$ cat config.mk
export PLATFORM = sky130hd
export DESIGN_NAME = instrument_frame_ctrl
export DESIGN_NICKNAME = d
export VERILOG_FILES = /design/src/rtl/instrument_pkg.sv /design/src/rtl/instrument_gap_timer.sv /design/src/rtl/instrument_frame_ctrl.sv
export SDC_FILE = /design/constraint.sdc
export NUM_CORES = 1
export LEC_CHECK = 0
export BUFFER_PORTS_ARGS = -buffer_cell sky130_fd_sc_hd__clkbuf_2
export CORE_MARGIN = 4
export CORE_UTILIZATION = 53
export CTS_BUF_LIST = sky130_fd_sc_hd__clkbuf_4 sky130_fd_sc_hd__clkbuf_8
export DETAILED_ROUTE_END_ITERATION = 10
export GPL_TIMING_DRIVEN = 0
export PLACE_DENSITY = 0.85
export SLEW_MARGIN = 5
export SYNTH_ARGS = -nofsm -noshare
export SYNTH_HDL_FRONTEND = slang
export SYNTH_SLANG_ARGS = --single-unit
export TNS_END_PERCENT = 1
$ cat constraint.sdc
create_clock -name clk -period 2 [get_ports clk]
set_input_delay 0.4 -clock clk [delete_from_list [all_inputs] [get_ports clk]]
set_output_delay 0.4 -clock clk [all_outputs]
set_load 0.01 [all_outputs]
$ cat src/rtl/instrument_pkg.sv
// Shared constants and state type for the instrument frame decoder.
// Frames are SYNC, ADDR, DATA, CHK with CHK = ADDR ^ DATA.
package instrument_pkg;

    localparam logic [7:0] SYNC_BYTE = 8'hA5;
    localparam logic [7:0] ADDR_BASS = 8'h00;
    localparam logic [7:0] ADDR_DRUM = 8'h01;

    typedef enum logic [1:0] {
        IDLE,
        ADDR,
        DATA,
        CHK
    } frame_state_t;

    function automatic logic frame_chk_ok(input logic [7:0] addr,
                                          input logic [7:0] data,
                                          input logic [7:0] chk);
        return chk == (addr ^ data);
    endfunction

    function automatic logic is_valid_addr(input logic [7:0] addr);
        return (addr == ADDR_BASS) || (addr == ADDR_DRUM);
    endfunction

endpackage

$ cat src/rtl/instrument_gap_timer.sv
// Inter-byte gap timer: counts while a frame is open and pulses expired
// on the cycle the count sits at TIMEOUT_CYCLES-1 with no byte arriving.
module instrument_gap_timer #(
    parameter int unsigned TIMEOUT_CYCLES = 50000
) (
    input  logic clk,
    input  logic rst,
    input  logic clear,
    input  logic run,
    output logic expired
);

    localparam int unsigned CW = (TIMEOUT_CYCLES > 1) ? $clog2(TIMEOUT_CYCLES) : 1;
    localparam logic [CW-1:0] LIMIT = CW'(TIMEOUT_CYCLES - 1);

    logic [CW-1:0] cnt;

    // A byte arriving on the limit cycle wins over the timeout.
    assign expired = run && !clear && (cnt == LIMIT);

    always_ff @(posedge clk) begin
        if (rst) begin
            cnt <= '0;
        end else if (clear || !run || expired) begin
            cnt <= '0;
        end else begin
            cnt <= cnt + CW'(1);
        end
    end

endmodule

$ cat src/rtl/instrument_frame_ctrl.sv
// Decodes SYNC/ADDR/DATA/CHK frames from the UART byte stream and updates
// the bass or drum register; bad, unknown or stalled frames are rejected.
module instrument_frame_ctrl
    import instrument_pkg::*;
#(
    parameter int unsigned TIMEOUT_CYCLES = 50000
) (
    input  logic       clk,
    input  logic       rst,
    input  logic       rx_valid,
    input  logic [7:0] rx_data,
    output logic [7:0] bass,
    output logic [7:0] drum,
    output logic       bass_upd,
    output logic       drum_upd,
    output logic       frame_err,
    output logic [7:0] err_count,
    output logic       busy
);

    frame_state_t state_q, state_d;
    logic [7:0]   addr_q, addr_d;
    logic [7:0]   data_q, data_d;
    logic [7:0]   bass_d, drum_d, err_count_d;
    logic         bass_upd_d, drum_upd_d, frame_err_d;
    logic         gap_expired;

    instrument_gap_timer #(
        .TIMEOUT_CYCLES(TIMEOUT_CYCLES)
    ) u_gap_timer (
        .clk    (clk),
        .rst    (rst),
        .clear  (rx_valid),
        .run    (state_q != IDLE),
        .expired(gap_expired)
    );

    assign busy = (state_q != IDLE);

    always_ff @(posedge clk) begin
        if (rst) begin
            state_q   <= IDLE;
            addr_q    <= '0;
            data_q    <= '0;
            bass      <= '0;
            drum      <= '0;
            bass_upd  <= 1'b0;
            drum_upd  <= 1'b0;
            frame_err <= 1'b0;
            err_count <= '0;
        end else begin
            state_q   <= state_d;
            addr_q    <= addr_d;
            data_q    <= data_d;
            bass      <= bass_d;
            drum      <= drum_d;
            bass_upd  <= bass_upd_d;
            drum_upd  <= drum_upd_d;
            frame_err <= frame_err_d;
            err_count <= err_count_d;
        end
    end

    always_comb begin
        state_d     = state_q;
        addr_d      = addr_q;
        data_d      = data_q;
        bass_d      = bass;
        drum_d      = drum;
        bass_upd_d  = 1'b0;
        drum_upd_d  = 1'b0;
        frame_err_d = 1'b0;

        if (rx_valid) begin
            unique case (state_q)
                IDLE: begin
                    if (rx_data == SYNC_BYTE) begin
                        state_d = ADDR;
                    end
                end
                ADDR: begin
                    if (rx_data == SYNC_BYTE) begin
                        state_d = ADDR;
                    end else if (is_valid_addr(rx_data)) begin
                        addr_d  = rx_data;
                        state_d = DATA;
                    end else begin
                        frame_err_d = 1'b1;
                        state_d     = IDLE;
                    end
                end
                DATA: begin
                    data_d  = rx_data;
                    state_d = CHK;
                end
                CHK: begin
                    state_d = IDLE;
                    if (frame_chk_ok(addr_q, data_q, rx_data)) begin
                        if (addr_q == ADDR_BASS) begin
                            bass_d     = data_q;
                            bass_upd_d = 1'b1;
                        end else begin
                            drum_d     = data_q;
                            drum_upd_d = 1'b1;
                        end
                    end else begin
                        frame_err_d = 1'b1;
                    end
                end
                default: state_d = IDLE;
            endcase
        end else if (gap_expired) begin
            frame_err_d = 1'b1;
            state_d     = IDLE;
        end

        // Counter lands in the same cycle frame_err goes high.
        if (frame_err_d && (err_count != 8'hFF)) begin
            err_count_d = err_count + 8'd1;
        end else begin
            err_count_d = err_count;
        end
    end

endmodule

# Word level (Yosys, flattened, before mapping)
# Index checks and enable logic that the tools add are counted.
[word_totals]
reg_bits = 61
inputBits = 11
output_inout_bits = 28
elab_cells = 61
[classes]
n_addsub = 2
eq_ne = 9
mux = 14
bitwise = 6
n_reduce_logical = 20
[ops]
columns = ["op", "count"]
rows = [
  ["16-bit by 1-bit adder with 16-bit output (second input constant)", 1],
  ["16-bit equality test (second input constant)", 1],
  ["8-bit zero test", 2],
  ["4-bit AND reduction", 3],
  ["2-bit two-way mux", 5],
  ["8-bit by 1-bit adder with 8-bit output (second input constant)", 1],
  ["8-bit by 1-bit equality test with 1-bit output (second input constant)", 1],
  ["8-bit equality test", 1],
  ["8-bit equality test (second input constant)", 1],
  ["8-bit inequality test (second input constant)", 1],
  ["2-bit case mux with 4 select lines", 1],
  ["8-bit XOR", 1],
  ["1-bit two-way mux", 7],
  ["1-bit inverter", 5],
  ["2-bit equality test (second input constant)", 2],
  ["2-bit AND reduction", 2],
  ["2-bit nonzero test", 2],
  ["4-bit OR reduction", 1],
  ["1-bit logical AND", 3],
  ["1-bit logical OR", 3],
  ["3-bit inequality test (second input constant)", 1],
  ["2-bit by 1-bit equality test with 1-bit output (second input constant)", 1],
  ["1-bit zero test", 2],
  ["2-bit zero test", 1],
  ["2 further kinds", 2],
]

# Depth between registers and ports, before layout
[logic_depth]
ltp_word = 7
ltp_mapped = 8
ltp_nobuf = 7

# Hierarchy
# A second synthesis with hierarchy kept.
[unflattened]
cells_unflattened = 275
hier_area_um2 = 2775.2
[modules_own_cells]
columns = ["mod", "n_inst", "cells_per_inst", "area_each_um2", "seq_area_each_um2"]
rows = [
  ["instrument_frame_ctrl", 1, 193, 1989.4, 900.9],
  ["instrument_gap_timer", 1, 82, 785.8, 320.3],
]

# Least setup slack after synthesis
# OpenSTA, ideal clock, no wires.
[synth_timing]
path_type = "reg2reg"
start = "register u_gap_timer.cnt[4]"
end = "register err_count[6]"
setup_ns = 0.121
t_arrival_ns = 2.078
slack_ns = -0.198
stages_incl_launch_ff = 8
synth_period_minus_slack_ns = 2.198
cell_sequence = "dfxtp_1 -> or4b_1 -> nor4_2 -> nand2b_1 -> o221a_4 -> buf_4 -> nor2_1 -> mux2_2"
[synth_between]
elab_chain_len = 5
[synth_lines]
columns = ["element", "line", "rtl"]
rows = [
  ["start: declaration", "instrument_gap_timer.sv:16", "logic [CW-1:0] cnt;"],
  ["start signal: assignment", "instrument_gap_timer.sv:27", "cnt <= cnt + CW'(1);"],
  ["16-bit equality test", "instrument_gap_timer.sv:19", "assign expired = run && !clear && (cnt == LIMIT);"],
  ["1-bit logical AND", "instrument_gap_timer.sv:19", ""],
  ["1-bit two-way mux", "instrument_frame_ctrl.sv:112", "end else if (gap_expired) begin"],
  ["1-bit two-way mux", "instrument_frame_ctrl.sv:74", "if (rx_valid) begin"],
  ["1-bit logical AND", "instrument_frame_ctrl.sv:118", "if (frame_err_d && (err_count != 8'hFF)) begin"],
  ["end signal: assignment", "instrument_frame_ctrl.sv:60", "err_count <= err_count_d;"],
  ["end: declaration", "instrument_frame_ctrl.sv:17", "output logic [7:0] err_count,"],
]
# No other way between the ends.
# A chain may end at the register's enable or synchronous reset.

# Worst setup path in the final report
[layout_timing]
start = "register u_gap_timer.cnt[5]"
end = "register err_count[6]"
# Same word-level chain as after synthesis.

==> run_results.csv <==
group,metric,value,unit
global_routing,met1_usage,20.44,%
pwr,ir_worst_vdd,0.0007230,V
global_routing,top_usage_layer,"met2",
synth,synth_top_cell_area_share,47.45,%
critical_path,critPathKind,"reg -> reg",
cts,clk_pin_slew,70,ps
global_routing,grt_use_met2,29.97,%
timing,whs,351.4,ps
timing,fin_crit,2112,ps
route,drc,0,
critical_path,max_stage_delay,550,ps
synth,synth_edf_count,0,
run,max-cap-violations,0,
cts,hold_buffers,0,
timing,tightest_slew,583.1,ps
synth,yosys_warnings,0,
final_layout,fin_nets,339,
critical_path,cp-end-kind,"flop",
synth,synth-async-reset-ratio,0,%
global_routing,grt_pass1_wl,8.652,mm
cts,cts.sinks,61,
critical_path,cp.required,2230,ps
floorplan,rows,25,
critical_path,cpMaxStageDelayCell,"or4bb_4",
synth,synth_area_leaders,"dfxtp_1 47%, mux2i_1 9.7%, nor2_1 7.9%, xnor3_1 5.3%, xor2_1 3.4%",
floorplan,coreArea,4723,sq um
global_routing,grt_pass1_vias,2002,
pwr,cellPowerDensity,804.5,nW/um^2
timing,fin_skew,6.634,ps
critical_path,crit_fanout,8,
timing,finalWorstSetupSlack,-112.4,ps
critical_path,r2r_start,"u_gap_timer.cnt[5]",
place,portBuffers,38,
route,antenna_left,0,
floorplan,dieArea,6035,sq um
route,drtIter0Drc,59,
final_layout,drive_gt1_share,25.68,%
place,place_inst,373,
critical_path,critPathLaunchType,"flop",
global_routing,grt_max_degree,12,
timing,max-slew-margin-rel,60.77,%
route,via_per_inst,5.136,
final_layout,synthToLayoutAreaGrowth,26.20,%
final_layout,final_common_cell,"dfxtp_1",
final_layout,layout_common_cells,"56 x dfxtp_1, 53 x nor2_1, 39 x clkbuf_2",
global_routing,antenna_found_initial,0,
floorplan,die_x,77.69,um
cts,cts_tree,"yes",
timing,slew_viol_final,0,
timing,hold_viol,0,
worst_hold_path,holdPathEnd,"data_q[6]",
cts,cts.htree.levels,3,
critical_path,reg2reg_setup_slack,-110,ps
synth,ys_seq_elements,61,
synth,yosysTopAreaCell,"dfxtp_1",
cts,clk_root_buffer_cell,"clkbuf_8",
final_layout,instances_no_fill,398,
final_layout,antennaDiodeCount,0,
global_routing,grt.met3_usage,5.800,%
floorplan,io_pins,39,
global_routing,grt_util_all_layers,18.27,%
synth,syn_area,2574,sq um
outcome,violations,"setup timing",
timing,fin_setup_tns,-410.6,ps
synth,syn_area_per_cell,9.603,sq um
route,wire_per_inst,12.91,um
critical_path,worstReg2RegEnd,"err_count[6]",
route,firstDrtPassIters,4,
worst_hold_path,hold_path_depth,3,
synth,syn_nets,281,
timing,clock.fmax,473.4,MHz
place,gp_congestion,0.8104,
timing,finalCritPeriodShare,105.6,%
route,vias,2044,
critical_path,crit_path_cell_trace,"or4bb_4, nor4_4, nand2b_1, o221a_4, buf_6, nor2_4, mux2_4",
timing,rsz0062_at_grt,"yes",
synth,synthCells,268,
cts,ctsLongestPathBuffers,2,
critical_path,rr_worst_depth,7,
critical_path,arrival,2350,ps
synth,synth_cell_types,32,
synth,synth_ff_type,"dfxtp_1",
timing,finalSetupViolations,8,
floorplan,die_h,77.69,um
cts,numCtsBuffers,9,
worst_hold_path,hold_start,"rx_data[6]",
route,drt_wl_total,5.137,mm
outcome,outcome,"finished with violations",
place,dpl.hpwl,3.531,mm
synth,ys_seq_area_share,47.45,%
pwr,p_leak,1.501,nW
cts,clk_latency,340,ps
worst_hold_path,hold_class,"in -> reg",
floorplan,initial_core_util,54.49,%
global_routing,overflow,0,
synth_stat cells, types with 2 or more instances:
cell      count
o21ai_0       8
nor2b_1       3
nor4_1        4
inv_1         3
nor2_1       54
dfxtp_1      61
and3_1        8
clkbuf_1      7
xor2_1       10
nand3_1      11
mux2i_1      25
xnor2_1       8
a21oi_1       8
and2_1        7
nand4_1       5
nand2_1      17
xnor3_1       6
or3_1         8
ha_1          2
state kept, by name (all words and copies together), names as in the netlist:
| name | count |
|---|---|
| addr_q | 8 |
| err_count | 8 |
| u_gap_timer.cnt | 16 |
| drum_upd | 1 |
| drum | 8 |
| bass | 8 |
| frame_err | 1 |
| bass_upd | 1 |
| data_q | 8 |
| state_q | 2 |
critical path: cells and delay by family, from the launching register on:
family / cells / cell delay [ps]
AO/OA/AOI/OAI: 1 / 260
flip-flops: 1 / 330
multiplexers: 1 / 290
AND/OR/NAND/NOR: 4 / 990
buffers and inverters: 1 / 140
cell type report:
| type | count | area, sq um |
|---|---|---|
| clock inverters | 6 | 110.1 |
| fillers | 354 | 1475 |
| repair buffers | 47 | 255.2 |
| clock buffers | 10 | 137.6 |
| well taps | 67 | 83.83 |
| flip-flops and latches | 61 | 1227 |
| inverters | 3 | 11.26 |
| plain buffers | 8 | 46.29 |
| multi-input cells | 196 | 1376 |
per-layer routing:
layer | vias up | part of all wire [%]
met4 | 0 | 2.1
li1 | 1038 | -
met2 | 36 | 49
met1 | 958 | 45
met5 | - | 0
met3 | 12 | 3.8
worst max-delay path by stage:
stage                         to  slack (ps)                 from
global route        err_count[6]        -240   u_gap_timer.cnt[7]
finish              err_count[6]        -110   u_gap_timer.cnt[5]
CTS                 err_count[6]        -160  u_gap_timer.cnt[12]
global placement    err_count[6]        -400           rx_data[0]
floorplan           err_count[6]         -90   u_gap_timer.cnt[5]
detailed placement       bass[3]        -400           rx_data[0]
power breakdown:
part / internal [mW] / switching (mW) / total, mW
Sequential: 1.21 / 0.0000787 / 1.21
Clock: 0.859 / 0.478 / 1.34
Combinational: 0.0257 / 0.0362 / 0.0619
kinds of logic (layout without fill, tap and decap cells):
family                   Yosys count  in the layout  synth area share, %
multiplexers                      26             26                10.16
AO/OA/AOI/OAI                     19             19                4.473
XOR/XNOR                          24             24                11.38
flip-flops                        61             61                47.45
buffers and inverters             11             74                1.750
AND/OR/NAND/NOR                  125            125                23.82
adder cells (fa/ha/maj)            2              2               0.9721
per-stage QoR:
step	util [%]	setup slack, ps	cell area [sq um]	total power, mW
3_5_place_dp	60.61	-401.3	2863	1.301
2_1_floorplan	-	-93.89	2589	1.274
6_report	68.77	-112.4	3248	2.613
4_1_cts	67.89	-159.6	3207	2.636
3_3_place_gp	60.61	-404.1	2863	1.300
5_1_grt	68.77	-241.8	3248	2.697
what timing repair did:
action	4_1_cts	5_1_grt
gates cloned	1	0
pin swaps	14	1
endpoints found under the setup margin	37	29
gates resized for setup	14	13
endpoints found under the hold margin	0	0
buffers inserted	7	1
(Power assumes the default switching activity.)
